## src/rtl/reorder_buffer_pkg.sv

```systemverilog
// Shared sizing, opcode encoding and opcode-class helpers for the reorder buffer.
package reorder_buffer_pkg;

    localparam int DEPTH  = 8;
    localparam int TAG_W  = 3;
    localparam int DATA_W = 16;
    localparam int REG_W  = 4;

    localparam logic [TAG_W:0] FULL_COUNT = (TAG_W + 1)'(DEPTH);

    typedef enum logic [3:0] {
        OP_ADD   = 4'b0000,
        OP_SUB   = 4'b0001,
        OP_MUL   = 4'b0010,
        OP_DIV   = 4'b0011,
        OP_LOAD  = 4'b0100,
        OP_STORE = 4'b0101,
        OP_BEQ   = 4'b0110,
        OP_BNEQ  = 4'b0111
    } opcode_e;

    // add/sub/mul/div/load write the register bank; 1xxx codes write nothing.
    function automatic logic writes_reg(input logic [3:0] func);
        return func <= OP_LOAD;
    endfunction

    function automatic logic is_store(input logic [3:0] func);
        return func == OP_STORE;
    endfunction

    function automatic logic is_branch(input logic [3:0] func);
        return (func == OP_BEQ) || (func == OP_BNEQ);
    endfunction

endpackage

```

## src/rtl/reorder_buffer_if.sv

```systemverilog
// Issue / CDB / lookup / commit bundle between the pipeline and the reorder buffer.
interface reorder_buffer_if;
    import reorder_buffer_pkg::*;

    logic              alloc_valid;
    logic [3:0]        alloc_func;
    logic [REG_W-1:0]  alloc_rd;
    logic              alloc_ready;
    logic [TAG_W-1:0]  alloc_tag;

    logic              cdb_valid;
    logic [TAG_W-1:0]  cdb_tag;
    logic [DATA_W-1:0] cdb_value;
    logic              cdb_mispredict;

    logic [TAG_W-1:0]  rd_tag_a;
    logic [TAG_W-1:0]  rd_tag_b;
    logic              rd_ready_a;
    logic              rd_ready_b;
    logic [DATA_W-1:0] rd_value_a;
    logic [DATA_W-1:0] rd_value_b;

    logic              commit_valid;
    logic [TAG_W-1:0]  commit_tag;
    logic [REG_W-1:0]  commit_rd;
    logic [DATA_W-1:0] commit_value;
    logic              commit_reg_we;
    logic              commit_mem_we;
    logic              flush;
    logic [TAG_W:0]    count;

    modport master (
        output alloc_valid, alloc_func, alloc_rd,
        input  alloc_ready, alloc_tag,
        output cdb_valid, cdb_tag, cdb_value, cdb_mispredict,
        output rd_tag_a, rd_tag_b,
        input  rd_ready_a, rd_ready_b, rd_value_a, rd_value_b,
        input  commit_valid, commit_tag, commit_rd, commit_value,
        input  commit_reg_we, commit_mem_we, flush, count
    );

    modport slave (
        input  alloc_valid, alloc_func, alloc_rd,
        output alloc_ready, alloc_tag,
        input  cdb_valid, cdb_tag, cdb_value, cdb_mispredict,
        input  rd_tag_a, rd_tag_b,
        output rd_ready_a, rd_ready_b, rd_value_a, rd_value_b,
        output commit_valid, commit_tag, commit_rd, commit_value,
        output commit_reg_we, commit_mem_we, flush, count
    );

endinterface

```

## src/rtl/reorder_buffer_rob_ptr.sv

```systemverilog
// Wrapping ring pointer with increment and parallel load (load wins).
module reorder_buffer_rob_ptr #(
    parameter int W = 3
) (
    input  logic         clk1,
    input  logic         rst,
    input  logic         inc_i,
    input  logic         load_i,
    input  logic [W-1:0] load_val_i,
    output logic [W-1:0] ptr_o
);

    logic [W-1:0] ptr_q;
    logic [W-1:0] ptr_d;

    // Next pointer: load overrides increment; natural binary wrap at 2**W.
    always_comb begin
        ptr_d = ptr_q;
        if (load_i) begin
            ptr_d = load_val_i;
        end else if (inc_i) begin
            ptr_d = ptr_q + 1'b1;
        end
    end

    // Pointer register.
    always_ff @(posedge clk1 or posedge rst) begin
        if (rst) begin
            ptr_q <= '0;
        end else begin
            ptr_q <= ptr_d;
        end
    end

    assign ptr_o = ptr_q;

endmodule

```

## src/rtl/reorder_buffer.sv

```systemverilog
// In-order retirement buffer: tail allocation, CDB completion, head retirement, branch flush.
module reorder_buffer
    import reorder_buffer_pkg::*;
(
    input  logic             clk1,
    input  logic             rst,
    reorder_buffer_if.slave  rob
);

    logic [DEPTH-1:0]  busy_q;
    logic [DEPTH-1:0]  ready_q;
    logic [DEPTH-1:0]  mp_q;
    logic [3:0]        func_q  [DEPTH];
    logic [REG_W-1:0]  rd_q    [DEPTH];
    logic [DATA_W-1:0] value_q [DEPTH];

    logic [TAG_W-1:0]  head;
    logic [TAG_W-1:0]  tail;
    logic [TAG_W-1:0]  head_inc;
    logic [TAG_W:0]    count_q;
    logic [TAG_W:0]    count_d;

    logic              alloc_fire;
    logic              commit_fire;
    logic              flush_fire;

    logic              commit_valid_q;
    logic [TAG_W-1:0]  commit_tag_q;
    logic [REG_W-1:0]  commit_rd_q;
    logic [DATA_W-1:0] commit_value_q;
    logic              commit_reg_we_q;
    logic              commit_mem_we_q;
    logic              flush_q;

    // A mispredicted branch retiring squashes everything younger, including this cycle's alloc.
    assign commit_fire = busy_q[head] & ready_q[head];
    assign flush_fire  = commit_fire & mp_q[head] & is_branch(func_q[head]);
    assign alloc_fire  = rob.alloc_valid & rob.alloc_ready & ~flush_fire;
    assign head_inc    = head + 1'b1;

    reorder_buffer_rob_ptr #(.W(TAG_W)) u_head (
        .clk1       (clk1),
        .rst        (rst),
        .inc_i      (commit_fire),
        .load_i     (1'b0),
        .load_val_i ('0),
        .ptr_o      (head)
    );

    // On flush the tail snaps to the post-retire head so the buffer reads empty.
    reorder_buffer_rob_ptr #(.W(TAG_W)) u_tail (
        .clk1       (clk1),
        .rst        (rst),
        .inc_i      (alloc_fire),
        .load_i     (flush_fire),
        .load_val_i (head_inc),
        .ptr_o      (tail)
    );

    // Entry storage: CDB completion, head retire, tail allocate (alloc applied last).
    always_ff @(posedge clk1 or posedge rst) begin
        if (rst) begin
            busy_q  <= '0;
            ready_q <= '0;
            mp_q    <= '0;
            for (int i = 0; i < DEPTH; i++) begin
                func_q[i]  <= '0;
                rd_q[i]    <= '0;
                value_q[i] <= '0;
            end
        end else if (flush_fire) begin
            busy_q  <= '0;
            ready_q <= '0;
            mp_q    <= '0;
        end else begin
            if (rob.cdb_valid && busy_q[rob.cdb_tag]) begin
                ready_q[rob.cdb_tag] <= 1'b1;
                value_q[rob.cdb_tag] <= rob.cdb_value;
                mp_q[rob.cdb_tag]    <= rob.cdb_mispredict;
            end
            if (commit_fire) begin
                busy_q[head]  <= 1'b0;
                ready_q[head] <= 1'b0;
            end
            if (alloc_fire) begin
                busy_q[tail]  <= 1'b1;
                ready_q[tail] <= 1'b0;
                mp_q[tail]    <= 1'b0;
                func_q[tail]  <= rob.alloc_func;
                rd_q[tail]    <= rob.alloc_rd;
                value_q[tail] <= '0;
            end
        end
    end

    // Occupancy: +alloc -commit, cleared by a flush.
    always_comb begin
        count_d = count_q;
        if (flush_fire) begin
            count_d = '0;
        end else if (alloc_fire && !commit_fire) begin
            count_d = count_q + 1'b1;
        end else if (!alloc_fire && commit_fire) begin
            count_d = count_q - 1'b1;
        end
    end

    // Occupancy register.
    always_ff @(posedge clk1 or posedge rst) begin
        if (rst) begin
            count_q <= '0;
        end else begin
            count_q <= count_d;
        end
    end

    // Registered retire port; fields are zero on cycles with no retire.
    always_ff @(posedge clk1 or posedge rst) begin
        if (rst) begin
            commit_valid_q  <= 1'b0;
            commit_tag_q    <= '0;
            commit_rd_q     <= '0;
            commit_value_q  <= '0;
            commit_reg_we_q <= 1'b0;
            commit_mem_we_q <= 1'b0;
            flush_q         <= 1'b0;
        end else begin
            commit_valid_q  <= commit_fire;
            flush_q         <= flush_fire;
            commit_tag_q    <= commit_fire ? head : '0;
            commit_rd_q     <= commit_fire ? rd_q[head] : '0;
            commit_value_q  <= commit_fire ? value_q[head] : '0;
            commit_reg_we_q <= commit_fire & writes_reg(func_q[head]);
            commit_mem_we_q <= commit_fire & is_store(func_q[head]);
        end
    end

    assign rob.alloc_ready   = (count_q != FULL_COUNT);
    assign rob.alloc_tag     = tail;
    assign rob.rd_ready_a    = busy_q[rob.rd_tag_a] & ready_q[rob.rd_tag_a];
    assign rob.rd_ready_b    = busy_q[rob.rd_tag_b] & ready_q[rob.rd_tag_b];
    assign rob.rd_value_a    = busy_q[rob.rd_tag_a] ? value_q[rob.rd_tag_a] : '0;
    assign rob.rd_value_b    = busy_q[rob.rd_tag_b] ? value_q[rob.rd_tag_b] : '0;
    assign rob.commit_valid  = commit_valid_q;
    assign rob.commit_tag    = commit_tag_q;
    assign rob.commit_rd     = commit_rd_q;
    assign rob.commit_value  = commit_value_q;
    assign rob.commit_reg_we = commit_reg_we_q;
    assign rob.commit_mem_we = commit_mem_we_q;
    assign rob.flush         = flush_q;
    assign rob.count         = count_q;

endmodule
```

## src/flat_wrapper.sv

```systemverilog
// flat-port wrapper written by rule: the top's interface ports become plain ports
module reorder_buffer_flat import reorder_buffer_pkg::*;
  (clk1, rst, rob_alloc_valid, rob_alloc_func, rob_alloc_rd, rob_alloc_ready, rob_alloc_tag, rob_cdb_valid, rob_cdb_tag, rob_cdb_value, rob_cdb_mispredict, rob_rd_tag_a, rob_rd_tag_b, rob_rd_ready_a, rob_rd_ready_b, rob_rd_value_a, rob_rd_value_b, rob_commit_valid, rob_commit_tag, rob_commit_rd, rob_commit_value, rob_commit_reg_we, rob_commit_mem_we, rob_flush, rob_count);
  reorder_buffer_if rob_i ();
  input  logic clk1;
  input  logic rst;
  input wire logic [$bits(rob_i.alloc_valid)-1:0] rob_alloc_valid;
  input wire logic [$bits(rob_i.alloc_func)-1:0] rob_alloc_func;
  input wire logic [$bits(rob_i.alloc_rd)-1:0] rob_alloc_rd;
  output wire logic [$bits(rob_i.alloc_ready)-1:0] rob_alloc_ready;
  output wire logic [$bits(rob_i.alloc_tag)-1:0] rob_alloc_tag;
  input wire logic [$bits(rob_i.cdb_valid)-1:0] rob_cdb_valid;
  input wire logic [$bits(rob_i.cdb_tag)-1:0] rob_cdb_tag;
  input wire logic [$bits(rob_i.cdb_value)-1:0] rob_cdb_value;
  input wire logic [$bits(rob_i.cdb_mispredict)-1:0] rob_cdb_mispredict;
  input wire logic [$bits(rob_i.rd_tag_a)-1:0] rob_rd_tag_a;
  input wire logic [$bits(rob_i.rd_tag_b)-1:0] rob_rd_tag_b;
  output wire logic [$bits(rob_i.rd_ready_a)-1:0] rob_rd_ready_a;
  output wire logic [$bits(rob_i.rd_ready_b)-1:0] rob_rd_ready_b;
  output wire logic [$bits(rob_i.rd_value_a)-1:0] rob_rd_value_a;
  output wire logic [$bits(rob_i.rd_value_b)-1:0] rob_rd_value_b;
  output wire logic [$bits(rob_i.commit_valid)-1:0] rob_commit_valid;
  output wire logic [$bits(rob_i.commit_tag)-1:0] rob_commit_tag;
  output wire logic [$bits(rob_i.commit_rd)-1:0] rob_commit_rd;
  output wire logic [$bits(rob_i.commit_value)-1:0] rob_commit_value;
  output wire logic [$bits(rob_i.commit_reg_we)-1:0] rob_commit_reg_we;
  output wire logic [$bits(rob_i.commit_mem_we)-1:0] rob_commit_mem_we;
  output wire logic [$bits(rob_i.flush)-1:0] rob_flush;
  output wire logic [$bits(rob_i.count)-1:0] rob_count;
  assign rob_i.alloc_valid = rob_alloc_valid;
  assign rob_i.alloc_func = rob_alloc_func;
  assign rob_i.alloc_rd = rob_alloc_rd;
  assign rob_alloc_ready = rob_i.alloc_ready;
  assign rob_alloc_tag = rob_i.alloc_tag;
  assign rob_i.cdb_valid = rob_cdb_valid;
  assign rob_i.cdb_tag = rob_cdb_tag;
  assign rob_i.cdb_value = rob_cdb_value;
  assign rob_i.cdb_mispredict = rob_cdb_mispredict;
  assign rob_i.rd_tag_a = rob_rd_tag_a;
  assign rob_i.rd_tag_b = rob_rd_tag_b;
  assign rob_rd_ready_a = rob_i.rd_ready_a;
  assign rob_rd_ready_b = rob_i.rd_ready_b;
  assign rob_rd_value_a = rob_i.rd_value_a;
  assign rob_rd_value_b = rob_i.rd_value_b;
  assign rob_commit_valid = rob_i.commit_valid;
  assign rob_commit_tag = rob_i.commit_tag;
  assign rob_commit_rd = rob_i.commit_rd;
  assign rob_commit_value = rob_i.commit_value;
  assign rob_commit_reg_we = rob_i.commit_reg_we;
  assign rob_commit_mem_we = rob_i.commit_mem_we;
  assign rob_flush = rob_i.flush;
  assign rob_count = rob_i.count;
  reorder_buffer u_core (.clk1(clk1), .rst(rst), .rob(rob_i));
endmodule
```

## config.mk

```make
export PLATFORM = sky130hd
export DESIGN_NAME = reorder_buffer_flat
export DESIGN_NICKNAME = d
export VERILOG_FILES = /design/src/rtl/reorder_buffer_pkg.sv /design/src/rtl/reorder_buffer_if.sv /design/src/rtl/reorder_buffer_rob_ptr.sv /design/src/rtl/reorder_buffer.sv /design/src/flat_wrapper.sv
export SDC_FILE = /design/constraint.sdc
export NUM_CORES = 1
export LEC_CHECK = 0
export CORE_MARGIN = 2
export CORE_UTILIZATION = 55
export CTS_CLUSTER_DIAMETER = 30
export CTS_CLUSTER_SIZE = 12
export DETAILED_ROUTE_END_ITERATION = 10
export GPL_TIMING_DRIVEN = 0
export PLACE_DENSITY = 0.84
export SYNTH_ARGS = -nofsm -noshare
export SYNTH_HDL_FRONTEND = slang
export SYNTH_SLANG_ARGS = --single-unit
```

## constraint.sdc

```tcl
create_clock -name clk1 -period 8 [get_ports clk1]
set_input_delay 1.6 -clock clk1 [delete_from_list [all_inputs] [get_ports clk1]]
set_output_delay 1.6 -clock clk1 [all_outputs]
set_load 0.02 [all_outputs]
```

==> flow_summary.ini <==
[final_layout]
fin_nets = 1707
drive_gt1_frac = 0.2086
area_growth_syn_to_layout_pct = 21.54
final_area_um2 = 19330
num-fill-cells = 2115

[global_routing]
grt_antenna_before_repair = 3
track_usage = 0.4456
grt_max_degree = 43
grt_pass1_vias = 15540
grt_pass1_wl_um = 99280
grt_overflow = 0

[critical_path]
cp-end-kind = output port
worstPathMaxFanout = 10
crit_type = input port to output port
cp.required_ns = 6.40
critPathArrivalTime_ns = 5.07
start_kind = input port

[cts]
htreeDepth = 2
cts_buffers = 58
cts_resized = 0
clock-sinks = 253
cts_setup_buffers = 0
postCtsHoldBufs = 0
clock_latency_ns = 0.59
clk_pin_slew_ns = 0.05
clockBufferDepth = 3
cts_tree = yes
cts-root-buf = clkbuf_16

[drt]
drtIter0Drc = 2719
totalWireLength_um = 67780
num_vias = 15620
antenna_left = 0
drc = 0
drt_pass1_iterations = 9
vias_per_cell = 7.452
wl_per_cell_um = 32.34

[power_and_ir_drop]
intPower_mw = 5.182
peakVddDrop_uv = 343.6
p_leak_nw = 7.702
p_seq_frac = 0.264
p_switching_mw = 4.450
power_frac_clock = 0.251
pwr-share-comb = 0.485
power_mw = 9.632
power_density_nw_per_um2 = 498.2
swShare = 0.4620

[timing]
setup_viol = 0
skew_ns = 0.02217
worst_pin_slew_ns = 1.511
fin_crit_sh = 0.8336
slew_violations = 8
fin_hold_ws_ns = 0.5052
rsz0062_at_grt = no
finalCriticalPeriod_ns = 6.669
fin_ws_ns = 1.331
final_hold_viol_count = 0
slew_headroom = -0.01477
tns_ns = 0
fmax_mhz = 149.9

[logic_synthesis]
yosys_most_used_dff = dfrtp_1
synth_compound_area_frac = 0.2173
synthXorXnorAreaFrac = 0.004956
ys_ff_latch = 253
synth_area_leader_cell = dfrtp_1
synth_seq_area_share = 0.3980
synth_area_leaders = dfrtp_1 40%, mux4_2 11%, mux2_2 6.6%
yosysMostFrequentCell = dfrtp_1
yosys-top-cells-count = 253 x dfrtp_1, 145 x a21oi_1, 128 x o211ai_1, 115 x nor2b_1, 112 x a31oi_1
synth_edf_count = 0
syn_area_per_cell_um2 = 10.51
synth_top_family_by_area = multiplexers
synth_nets = 1558
ys_async_sr_fraction = 1.000
synth_top_area_frac = 0.3980
synthDistinctLibCells = 57
yosys.area_share.simple = 0.09974
syn_inst = 1514
yosys_warnings = 0
synth_fa_ha_area_frac = 0.005192
syn-cell-area_um2 = 15910
synthMuxAreaShare = 0.2195

[place]
place_congestion = 1.044
dpl_cell_area_um2 = 17350
dp_hpwl_um = 46020
place_worst_setup_slack_ns = 1.496
port_buffers = 82

[floorplan]
fp.dieH_um = 174.1
dieArea_um2 = 30300
ioPinCount = 107
die_x_um = 174.1
num_rows = 62
initial_core_util = 0.5557
core_area_um2 = 28630

[outcome]
outcome = finished with violations
violations = max-capacitance violations, max-slew violations

[worst_hold_path]
hp-class = register to register

[flow_run]
drv_cap = 1
## worst max-delay path, stage by stage
cell	delay (ns)
clkbuf_1	0.60
buf_1	1.13
mux4_2	0.65
mux2i_1	0.40
nor2_1	0.08
clkdlybuf4s50_1	0.59
## flip-flops by register name, summed over array words and instances (netlist names)
| signal | count |
|---|---|
| u_core.rob.commit_tag | 3 |
| u_core.u_tail.ptr_o | 3 |
| u_core.rob.count | 4 |
| u_core.value_q | 128 |
| u_core.u_head.ptr_o | 3 |
| u_core.rob.commit_mem_we | 1 |
| u_core.mp_q | 8 |
| u_core.rob.flush | 1 |
| u_core.rob.commit_value | 16 |
| u_core.rd_q | 32 |
| u_core.ready_q | 8 |
| u_core.func_q | 32 |
| u_core.rob.commit_valid | 1 |
| u_core.busy_q | 8 |
| u_core.rob.commit_rd | 4 |
| u_core.rob.commit_reg_we | 1 |
## path summary, 6_finish.rpt
check	to	startpoint	slack, ns	cells past startpoint
worst max register to register	u_core.rob.count[3]	u_core.u_head.ptr_o[2]	3.40	18
worst min register to register	u_core.rd_q[5]	u_core.rd_q[5]	0.51	1
min in group asynchronous	u_core.func_q[26]	rst	1.50	2
max in group asynchronous	u_core.value_q[115]	rst	5.55	4
worst min-delay path	u_core.rd_q[5]	u_core.rd_q[5]	0.51	1
worst max-delay path	rob_rd_value_a[14]	rob_rd_tag_a[0]	1.33	6
## per-layer routing
metal / track usage / vias to the layer above / routed length [um]
met5: 0.02404 / - / 123
met2: 0.6414 / 1587 / 28250
met4: 0.3400 / 4 / 6445
li1: - / 6129 / -
met3: 0.1680 / 463 / 10140
met1: 0.5408 / 7436 / 22820
## metrics by stage
step                        util  std cells
after floorplan                -       1514
after global placement    0.6013       1980
after detailed placement  0.6060       1987
after CTS                 0.6753       2095
after global routing      0.6753       2095
final                     0.6754       2096
## cell families after synthesis
logic type                 count (synthesis)
DFF                                      253
xor gates and xnor gates                   9
buffers and inverters                    195
and+or+nand+nor                          299
muxes                                    240
AOI/OAI and AO/OA                        512
adders and majority gates                  6
## power groups by stage
stage / Sequential (mW) / Clock, mW / Combinational, mW
6_report: 2.55 / 2.42 / 4.67
5_1_grt: 2.56 / 2.48 / 4.81
4_1_cts: 2.47 / 2.41 / 4.44
3_5_place_dp: 2.47 / 0 / 4.39
3_3_place_gp: 2.43 / 0 / 4.29
2_1_floorplan: 2.23 / 0 / 2.94
## area by class of cell
type	instances	area, um2	share of cell area
diodes	1	2.502	0.0001294
plain buffers	183	833.3	0.04310
clock buffers	68	1580	0.08174
clock inverters	40	405.4	0.02097
inverters	12	48.80	0.002524
multi-input cells	1066	8703	0.4502
flip-flops and latches	253	6331	0.3275
well taps	384	480.5	0.02485
repair buffers	89	948.4	0.04906
## cells in the final DEF (no fill, tap or decap), types with 17 or more instances in the layout
cell type          n
nand2_1           33
clkbuf_1         104
clkdlybuf4s50_1   82
a21oi_1          145
dfrtp_1          253
nor2b_1          115
o211ai_1         128
a31oi_1          112
mux2i_1           68
mux4_2            77
nor2_1            80
o221ai_1          25
buf_1             37
buf_2             21
clkbuf_16         59
o22ai_1           17
nor3_1            25
a21oi_2           17
mux2_2            93
No activity file was read; power rests on OpenSTA's default activity.
